$ cat src/rtl/chimera_cluster_pwr_ctrl.sv
// APB-programmable power sequencer for the Chimera cluster domains (isolation, clock gate, reset).
// Define CHIMERA_PWR_IRQ_EN to add the IRQ_EN/IRQ_PEND registers and the irq_o output.

package chimera_pwr_pkg;
    typedef struct packed {
        logic [31:0] paddr;
        logic [2:0]  pprot;
        logic        psel;
        logic        penable;
        logic        pwrite;
        logic [31:0] pwdata;
        logic [3:0]  pstrb;
    } apb_req_t;

    typedef struct packed {
        logic        pready;
        logic [31:0] prdata;
        logic        pslverr;
    } apb_rsp_t;
endpackage

module chimera_cluster_pwr_ctrl
    import chimera_pwr_pkg::*;
#(
    parameter int unsigned NumClusters     = 5,
    parameter int unsigned ClkSettleCycles = 4,
    parameter int unsigned ResetCycles     = 8,
    parameter int unsigned IsoTimeout      = 256
) (
    input  logic                   clk_i,
    input  logic                   rst_i,
    input  apb_req_t               apb_req_i,
    output apb_rsp_t               apb_rsp_o,
    output logic [NumClusters-1:0] cluster_isolate_o,
    input  logic [NumClusters-1:0] cluster_isolated_i,
    output logic [NumClusters-1:0] cluster_clk_en_o,
    output logic [NumClusters-1:0] cluster_rst_o
`ifdef CHIMERA_PWR_IRQ_EN
    ,
    output logic                   irq_o
`endif
);

    localparam int unsigned MaxSeq    = (ClkSettleCycles > ResetCycles) ? ClkSettleCycles : ResetCycles;
    localparam int unsigned MaxCycles = (MaxSeq > IsoTimeout) ? MaxSeq : IsoTimeout;
    localparam int unsigned CntW      = $clog2(MaxCycles + 1);

    typedef logic [CntW-1:0] cnt_t;
    typedef enum logic [2:0] {
        PwrOff, PwrClkOn, PwrRstRel, PwrDeIso, PwrActive, PwrIso, PwrClkOff
    } pwrState_t;

    localparam cnt_t SettleLast = cnt_t'(ClkSettleCycles - 1);
    localparam cnt_t ResetLast  = cnt_t'(ResetCycles - 1);
    localparam cnt_t IsoLast    = cnt_t'(IsoTimeout - 1);

    pwrState_t              state [NumClusters];
    pwrState_t              nxt   [NumClusters];
    cnt_t                   cnt   [NumClusters];
    logic [NumClusters-1:0] ctrl, err, timeoutHit, statusVec, busyVec, errClr, wrData;
    logic                   access, wrEn, mapped;
    logic [9:0]             wordIdx;
    logic [31:0]            rdData;
    logic                   unusedApb;

    function automatic pwrState_t nextState(pwrState_t s, logic req, logic ack, cnt_t c);
        pwrState_t n;
        case (s)
            PwrOff:    n = req ? PwrClkOn : PwrOff;
            PwrClkOn:  n = (c == SettleLast) ? PwrRstRel : PwrClkOn;
            PwrRstRel: n = (c == ResetLast) ? PwrDeIso : PwrRstRel;
            PwrDeIso:  n = (!ack || c == IsoLast) ? PwrActive : PwrDeIso;
            PwrActive: n = req ? PwrActive : PwrIso;
            PwrIso:    n = (ack || c == IsoLast) ? PwrClkOff : PwrIso;
            default:   n = PwrOff;
        endcase
        return n;
    endfunction

    // {isolate, clk_en, rst} for each state
    function automatic logic [2:0] decodeOut(pwrState_t s);
        case (s)
            PwrClkOn, PwrRstRel: return 3'b111;
            PwrDeIso, PwrActive: return 3'b010;
            PwrIso:              return 3'b110;
            default:             return 3'b101;
        endcase
    endfunction

    always_comb begin
        // NOTE: every always_comb output gets a default first so no latch is inferred.
        timeoutHit = '0;
        statusVec  = '0;
        busyVec    = '0;
        for (int i = 0; i < NumClusters; i++) begin
            nxt[i]        = nextState(state[i], ctrl[i], cluster_isolated_i[i], cnt[i]);
            timeoutHit[i] = (cnt[i] == IsoLast) &&
                            ((state[i] == PwrDeIso && cluster_isolated_i[i]) ||
                             (state[i] == PwrIso && !cluster_isolated_i[i]));
            statusVec[i]  = (state[i] == PwrActive);
            busyVec[i]    = (state[i] != PwrActive) && (state[i] != PwrOff);
        end
    end

    // Outputs are decoded from the next state and registered, so they change only on clock edges.
    always_ff @(posedge clk_i or posedge rst_i) begin
        if (rst_i) begin
            for (int i = 0; i < NumClusters; i++) begin
                state[i] <= PwrOff;
                cnt[i]   <= '0;
            end
            cluster_isolate_o <= '1;
            cluster_clk_en_o  <= '0;
            cluster_rst_o     <= '1;
        end else begin
            // NOTE: sequential state uses non-blocking assignments only.
            for (int i = 0; i < NumClusters; i++) begin
                state[i] <= nxt[i];
                cnt[i]   <= (nxt[i] != state[i]) ? '0 : ((&cnt[i]) ? cnt[i] : cnt[i] + cnt_t'(1));
                {cluster_isolate_o[i], cluster_clk_en_o[i], cluster_rst_o[i]} <= decodeOut(nxt[i]);
            end
        end
    end

    assign access    = apb_req_i.psel & apb_req_i.penable;
    assign wrEn      = access & apb_req_i.pwrite;
    assign wordIdx   = apb_req_i.paddr[11:2];
    assign wrData    = apb_req_i.pwdata[NumClusters-1:0];
    assign errClr    = (wrEn && wordIdx == 10'd3) ? wrData : '0;
    assign unusedApb = ^{apb_req_i.paddr, apb_req_i.pprot, apb_req_i.pstrb, apb_req_i.pwdata};

`ifdef CHIMERA_PWR_IRQ_EN
    logic [NumClusters-1:0] irqEn, pend, pendSet;

    always_comb begin
        pendSet = '0;
        for (int i = 0; i < NumClusters; i++) begin
            pendSet[i] = timeoutHit[i] ||
                         (nxt[i] == PwrActive && state[i] != PwrActive) ||
                         (nxt[i] == PwrOff && state[i] != PwrOff);
        end
    end

    always_ff @(posedge clk_i or posedge rst_i) begin
        if (rst_i) begin
            irqEn <= '0;
            pend  <= '0;
            irq_o <= 1'b0;
        end else begin
            if (wrEn && wordIdx == 10'd4) irqEn <= wrData;
            pend  <= (pend & ~((wrEn && wordIdx == 10'd5) ? wrData : '0)) | pendSet;
            irq_o <= |(pend & irqEn);
        end
    end
`endif

    always_comb begin
        mapped = 1'b1;
        rdData = '0;
        case (wordIdx)
            10'd0:   rdData = 32'(ctrl);
            10'd1:   rdData = 32'(statusVec);
            10'd2:   rdData = 32'(busyVec);
            10'd3:   rdData = 32'(err);
`ifdef CHIMERA_PWR_IRQ_EN
            10'd4:   rdData = 32'(irqEn);
            10'd5:   rdData = 32'(pend);
`endif
            default: mapped = 1'b0;
        endcase
    end

    always_comb begin
        apb_rsp_o         = '0;
        apb_rsp_o.pready  = 1'b1;
        apb_rsp_o.pslverr = access & ~mapped;
        if (access && !apb_req_i.pwrite && mapped) apb_rsp_o.prdata = rdData;
    end

    // A timeout set in the same cycle as a W1C clear wins.
    always_ff @(posedge clk_i or posedge rst_i) begin
        if (rst_i) begin
            ctrl <= '0;
            err  <= '0;
        end else begin
            if (wrEn && wordIdx == 10'd0) ctrl <= wrData;
            err <= (err & ~errClr) | timeoutHit;
        end
    end

endmodule
$ cat config.mk
export PLATFORM = sky130hd
export DESIGN_NAME = chimera_cluster_pwr_ctrl
export DESIGN_NICKNAME = d
export VERILOG_FILES = /design/src/rtl/chimera_cluster_pwr_ctrl.sv
export SDC_FILE = /design/constraint.sdc
export NUM_CORES = 1
export LEC_CHECK = 0
export CORE_MARGIN = 3
export CORE_UTILIZATION = 60
export CTS_BUF_LIST = sky130_fd_sc_hd__clkbuf_4
export DETAILED_ROUTE_END_ITERATION = 10
export DONT_BUFFER_PORTS = 1
export PLACE_DENSITY = 0.76
export SLEW_MARGIN = 30
export SYNTH_ARGS = -nofsm -noshare
export SYNTH_HDL_FRONTEND = slang
export SYNTH_SLANG_ARGS = --single-unit
$ cat constraint.sdc
create_clock -name clk_i -period 3.03 [get_ports clk_i]
set_input_delay 0.4545 -clock clk_i [delete_from_list [all_inputs] [get_ports clk_i]]
set_output_delay 0.4545 -clock clk_i [all_outputs]
set_load 0.02 [all_outputs]
# --- Yosys cells after proc, flatten, opt, wreduce, memory -nomap -nowiden ---
# Index checks and enable logic that the tools add are counted.
op_classes:
  magnitude_cmp: 0
  eq_ne: 83
  bitwise_logic: 7
  n_addsub: 5
  muxes: 54
  n_shift: 0
  div: 0
  n_mul: 0
  n_reduce_logical: 72
ops:
  columns: ["cell", "n"]
  rows:
  - ["$mux W9", 10]
  - ["$pmux W3 S6", 5]
  - ["$eq A3 B2 Y1 const B", 20]
  - ["$eq A3 B3 Y1 const B", 20]
  - ["$add A9 B1 Y9 const B", 5]
  - ["$eq A9 B2 Y1 const B", 5]
  - ["$eq A9 B3 Y1 const B", 5]
  - ["$eq A9 B8 Y1 const B", 5]
  - ["$pmux W3 S3", 5]
  - ["$reduce_and A9 Y1", 5]
  - ["$mux W32", 1]
  - ["$eq A3 B1 Y1 const B", 10]
  - ["$logic_and A1 B1 Y1", 24]
  - ["$eq A10 B2 Y1 const B", 2]
  - ["$mux W2", 10]
  - ["$pmux W5 S4", 1]
  - ["$reduce_or A2 Y1", 10]
  - ["$mux W1", 16]
  - ["$logic_not A3 Y1", 5]
  - ["$logic_or A1 B1 Y1", 15]
  - ["$mux W3", 5]
  - ["$ne A3 B3 Y1", 5]
  - ["$ne A3 B3 Y1 const B", 5]
  - ["$reduce_bool A3 Y1", 5]
  - ["other kinds (11)", 22]
word_totals:
  latchBits: 0
  inputBits: 81
  reg_bits: 85
  out_inout_bits: 49
  memories: 0
  mem_bits_rw: 0
  mem_bits_ro: 0

# --- Logic depth before layout (Yosys ltp) ---
depth:
  word_depth: 7
  depth_mapped: 10
  depth_no_buf: 9

# --- Worst setup path after synthesis ---
# No wires, ideal clock.
synth_path:
  path_kind: "in2out"
  from: "input apb_req_i[51] (netlist bit)"
  to: "output apb_rsp_o[1] (netlist bit)"
  path_slack_ns: 0.759
  path_buffers: 0
  required_time_ns: 2.575
  arrival_ns: 1.817
  stages: 4
  path_cell_list: "or4_1 nor2_1 nand2_1 a211oi_1"
synth_lines:
  columns: ["item", "line", "text"]
  rows:
  - ["start, declared", "32", "input apb_req_t apb_req_i,"]
  - ["end, declared", "33", "output apb_rsp_t apb_rsp_o,"]

==> out/results.ini <==
[critical_path]
path_max_fanout=5
arrival_ps=2030
crit_chain=or4_1 -> nor2_1 -> nand2_1 -> a211oi_1 -> buf_4
crit_type=in2out
cp_slowest_stage_delay_ps=500
path_delay_family=simple AND/OR/NAND/NOR gates
crit_buf_inv=1
startpoint_type=input port
crit_slowest_cell=or4_1
cp-end-kind=primary output
required_ps=2580

[detailed_routing]
wire_per_inst_um=14.71
routed_wl_um=9930
vias=3878
first_pass_iters=5
drc=0
ant_nets=0
viasPerCell=5.745
drt_iter0_drc=203

[clocking]
cts_made_buffers=9
numClockSinks=85
cts_buffer_depth=2
path_clk_slew_ps=120
post_cts_resized=0
cts_tree=built
cts_hold_buffers=1
cts_htree_levels=3
post-cts-setup-buffer-count=0
cts_root_buf=clkbuf_4
clock_latency_ps=420

[die]
placementRows=33
die_h_um=99.13
initial_core_util=0.6270
io_pins=130
die_area_um2=9827
die_x_um=99.13
coreArea_um2=8299

[grt]
antenna_found_initial=0
grt_max_degree=65
grt_pass1_wl_um=17100
grt_pass1_vias=3663
gr-total-overflow=0
grt_usage=0.2116

[finish]
n_antenna_cell=0
final_cell_mix=nor2_1 (100), dfrtp_1 (75), nand2_1 (36), conb_1 (28), inv_1 (25)
drive_above_1_share=0.09825
mostFrequentLayoutCell=nor2_1
fill_cells=688
syn_to_final_growth_pct=2.404
layout.nets=661
fin_area_um2=5329

[power]
p_per_area_nw_per_um2=757.6
p_leak_nw=2.344
irDropWorstVdd_uv=420.8
power_mw=4.037

[synthesis]
yosysTopAreaCellShare=0.3607
synth.distinct_cells=72
synth-seq-cells=85
synthArstFlopShare=1.000
synthCells=571
synth-edff-count=0
yosysWarnings=0
synth_area_leaders=dfrtp_1 (36%), nor2_1 (7.2%), dfstp_2 (5.0%), buf_4 (4.2%), ha_1 (3.6%)
avgSynthCellArea_um2=9.113
yosys.area.top_type=dfrtp_1
synth_top_flop_cell=dfrtp_1
synth_seq_area_share=0.4112
syn_area_um2=5204

[status]
status=completed

[flow_run]
maxCapViolations=0

[placement]
placed_area_um2=5166
place.gp.congestion=0.9197
io_buffers=0
hpwl_um=7249

[sta]
fin_skew_ps=19.70
relSlewSlack=0.6487
rsz0062_at_grt=false
fin_setup_tns_ps=0
timing.final.crit_share=0.8185
slew_viol_final=0
fmax_ghz=0.4032
tightest_slew_ps=519.9
final_hold_viol_count=0
fin_crit_ps=2480
setup-violations-final=0

[hold_path]
hold_class=in2reg

==> state kept, by name, summed over array words and instances (netlist names) <==
name,flops
cluster_isolate_o,5
cnt,45
cluster_rst_o,5
state,15
cluster_clk_en_o,5
err,5
ctrl,5
==> per-stage QoR <==
step / setup slack [ps] / instances / util / hold WS (ps)
6_report: 549.9 / 675 / 0.6421 / 184.0
3_3_place_gp: 514.9 / 658 / 0.6225 / 334.2
5_1_grt: 401.6 / 675 / 0.6421 / 141.8
4_1_cts: 521.9 / 675 / 0.6421 / 157.0
3_5_place_dp: 517.8 / 658 / 0.6225 / 338.4
2_1_floorplan: 398.6 / 597 / - / 456.4
==> where the power goes <==
| part | leakage (nW) | internal [mW] | switching (mW) | total, mW |
|---|---|---|---|---|
| Clock | 0.0852 | 0.337 | 0.375 | 0.712 |
| Combinational | 1.16 | 0.619 | 0.796 | 1.42 |
| Sequential | 1.10 | 1.45 | 0.457 | 1.91 |
| Total | 2.34 | 2.41 | 1.63 | 4.04 |
==> layer usage <==
| metal | vias up | track usage | part of all wire | wire length (um) |
|---|---|---|---|---|
| met3 | 7 | 0.05400 | 0.055 | 550 |
| met1 | 1855 | 0.2819 | 0.45 | 4490 |
| li1 | 1918 | - | - | - |
| met2 | 98 | 0.3528 | 0.49 | 4825 |
| met4 | 0 | 0.04307 | 0.0064 | 64 |
| met5 | - | 0 | 0 | 0 |
==> worst register-to-register path: cells and delay by family (launching register included) <==
family	cells	cell delay, ps
AOI/OAI and AO/OA	3	570
adders and majority gates	2	520
DFF	1	410
and+or+nand+nor	4	790
==> cell type report <==
type                            instances  area, um2  share of cell area
Inverter                               26      98.84             0.01855
Clock buffer                           10      75.07             0.01409
Multi-Input combinational cell        436       2739              0.5140
Sequential cell                        85       2140              0.4015
Tap cell                              105      131.4             0.02465
Clock inverter                          6      77.57             0.01456
Timing Repair Buffer                    7      67.56             0.01268
==> kinds of logic (layout without fill, tap and decap cells) <==
group           Yosys count  count (layout)  share of synthesized area
simple gates            239             239                     0.2436
buf+inv                  76              49                    0.08127
xor+xnor                 36              36                    0.06059
fa+ha+maj                15              15                    0.03607
compound gates          102             102                     0.1337
other cells               2              28                   0.001443
flops                    85              85                     0.4112
mux                      16              16                    0.03222
==> path summary, 6_finish.rpt <==
kind | start | endpoint | slack (ps) | depth (start not counted)
worst min register to register | err[4]$_DFF_PP0_ | err[4]$_DFF_PP0_ | 510 | 1
worst max register to register | cnt[27]$_DFFE_PP0P_ | cluster_rst_o[1]$_DFF_PP1_ | 690 | 9
max in group asynchronous | rst_i | cluster_isolate_o[4]$_DFF_PP1_ | 1880 | 3
worst max-delay path | apb_req_i[51] | apb_rsp_o[3] | 550 | 5
min in group asynchronous | rst_i | cluster_clk_en_o[2]$_DFF_PP0_ | 460 | 2
worst min-delay path | apb_req_i[4] | ctrl[0]$_DFFE_PP0P_ | 180 | 1
==> cells in the mapped netlist, types with 3 or more instances <==
cell type and n:
and2_1 3, a211oi_1 9, mux2i_1 10, buf_2 3, a32oi_1 3, nand2_1 36
xnor2_1 20, a21boi_0 4, mux2_2 6, nor2b_1 12, dfstp_2 10, a221oi_1 4
inv_1 26, o211ai_1 3, nor2_1 100, nand3_1 13, a211o_1 4, nand4b_1 8
ha_1 15, clkbuf_1 15, a22o_1 3, a21oi_1 21, nand4_1 10, o2bb2ai_1 3
nor4b_1 4, o21a_1 3, o21ai_0 24, xor2_1 16, nor4_1 3, a31oi_1 7
nand2b_1 10, dfrtp_1 75, nor3_1 6, buf_4 29, nor3b_1 6
(Power assumes the default switching activity.)
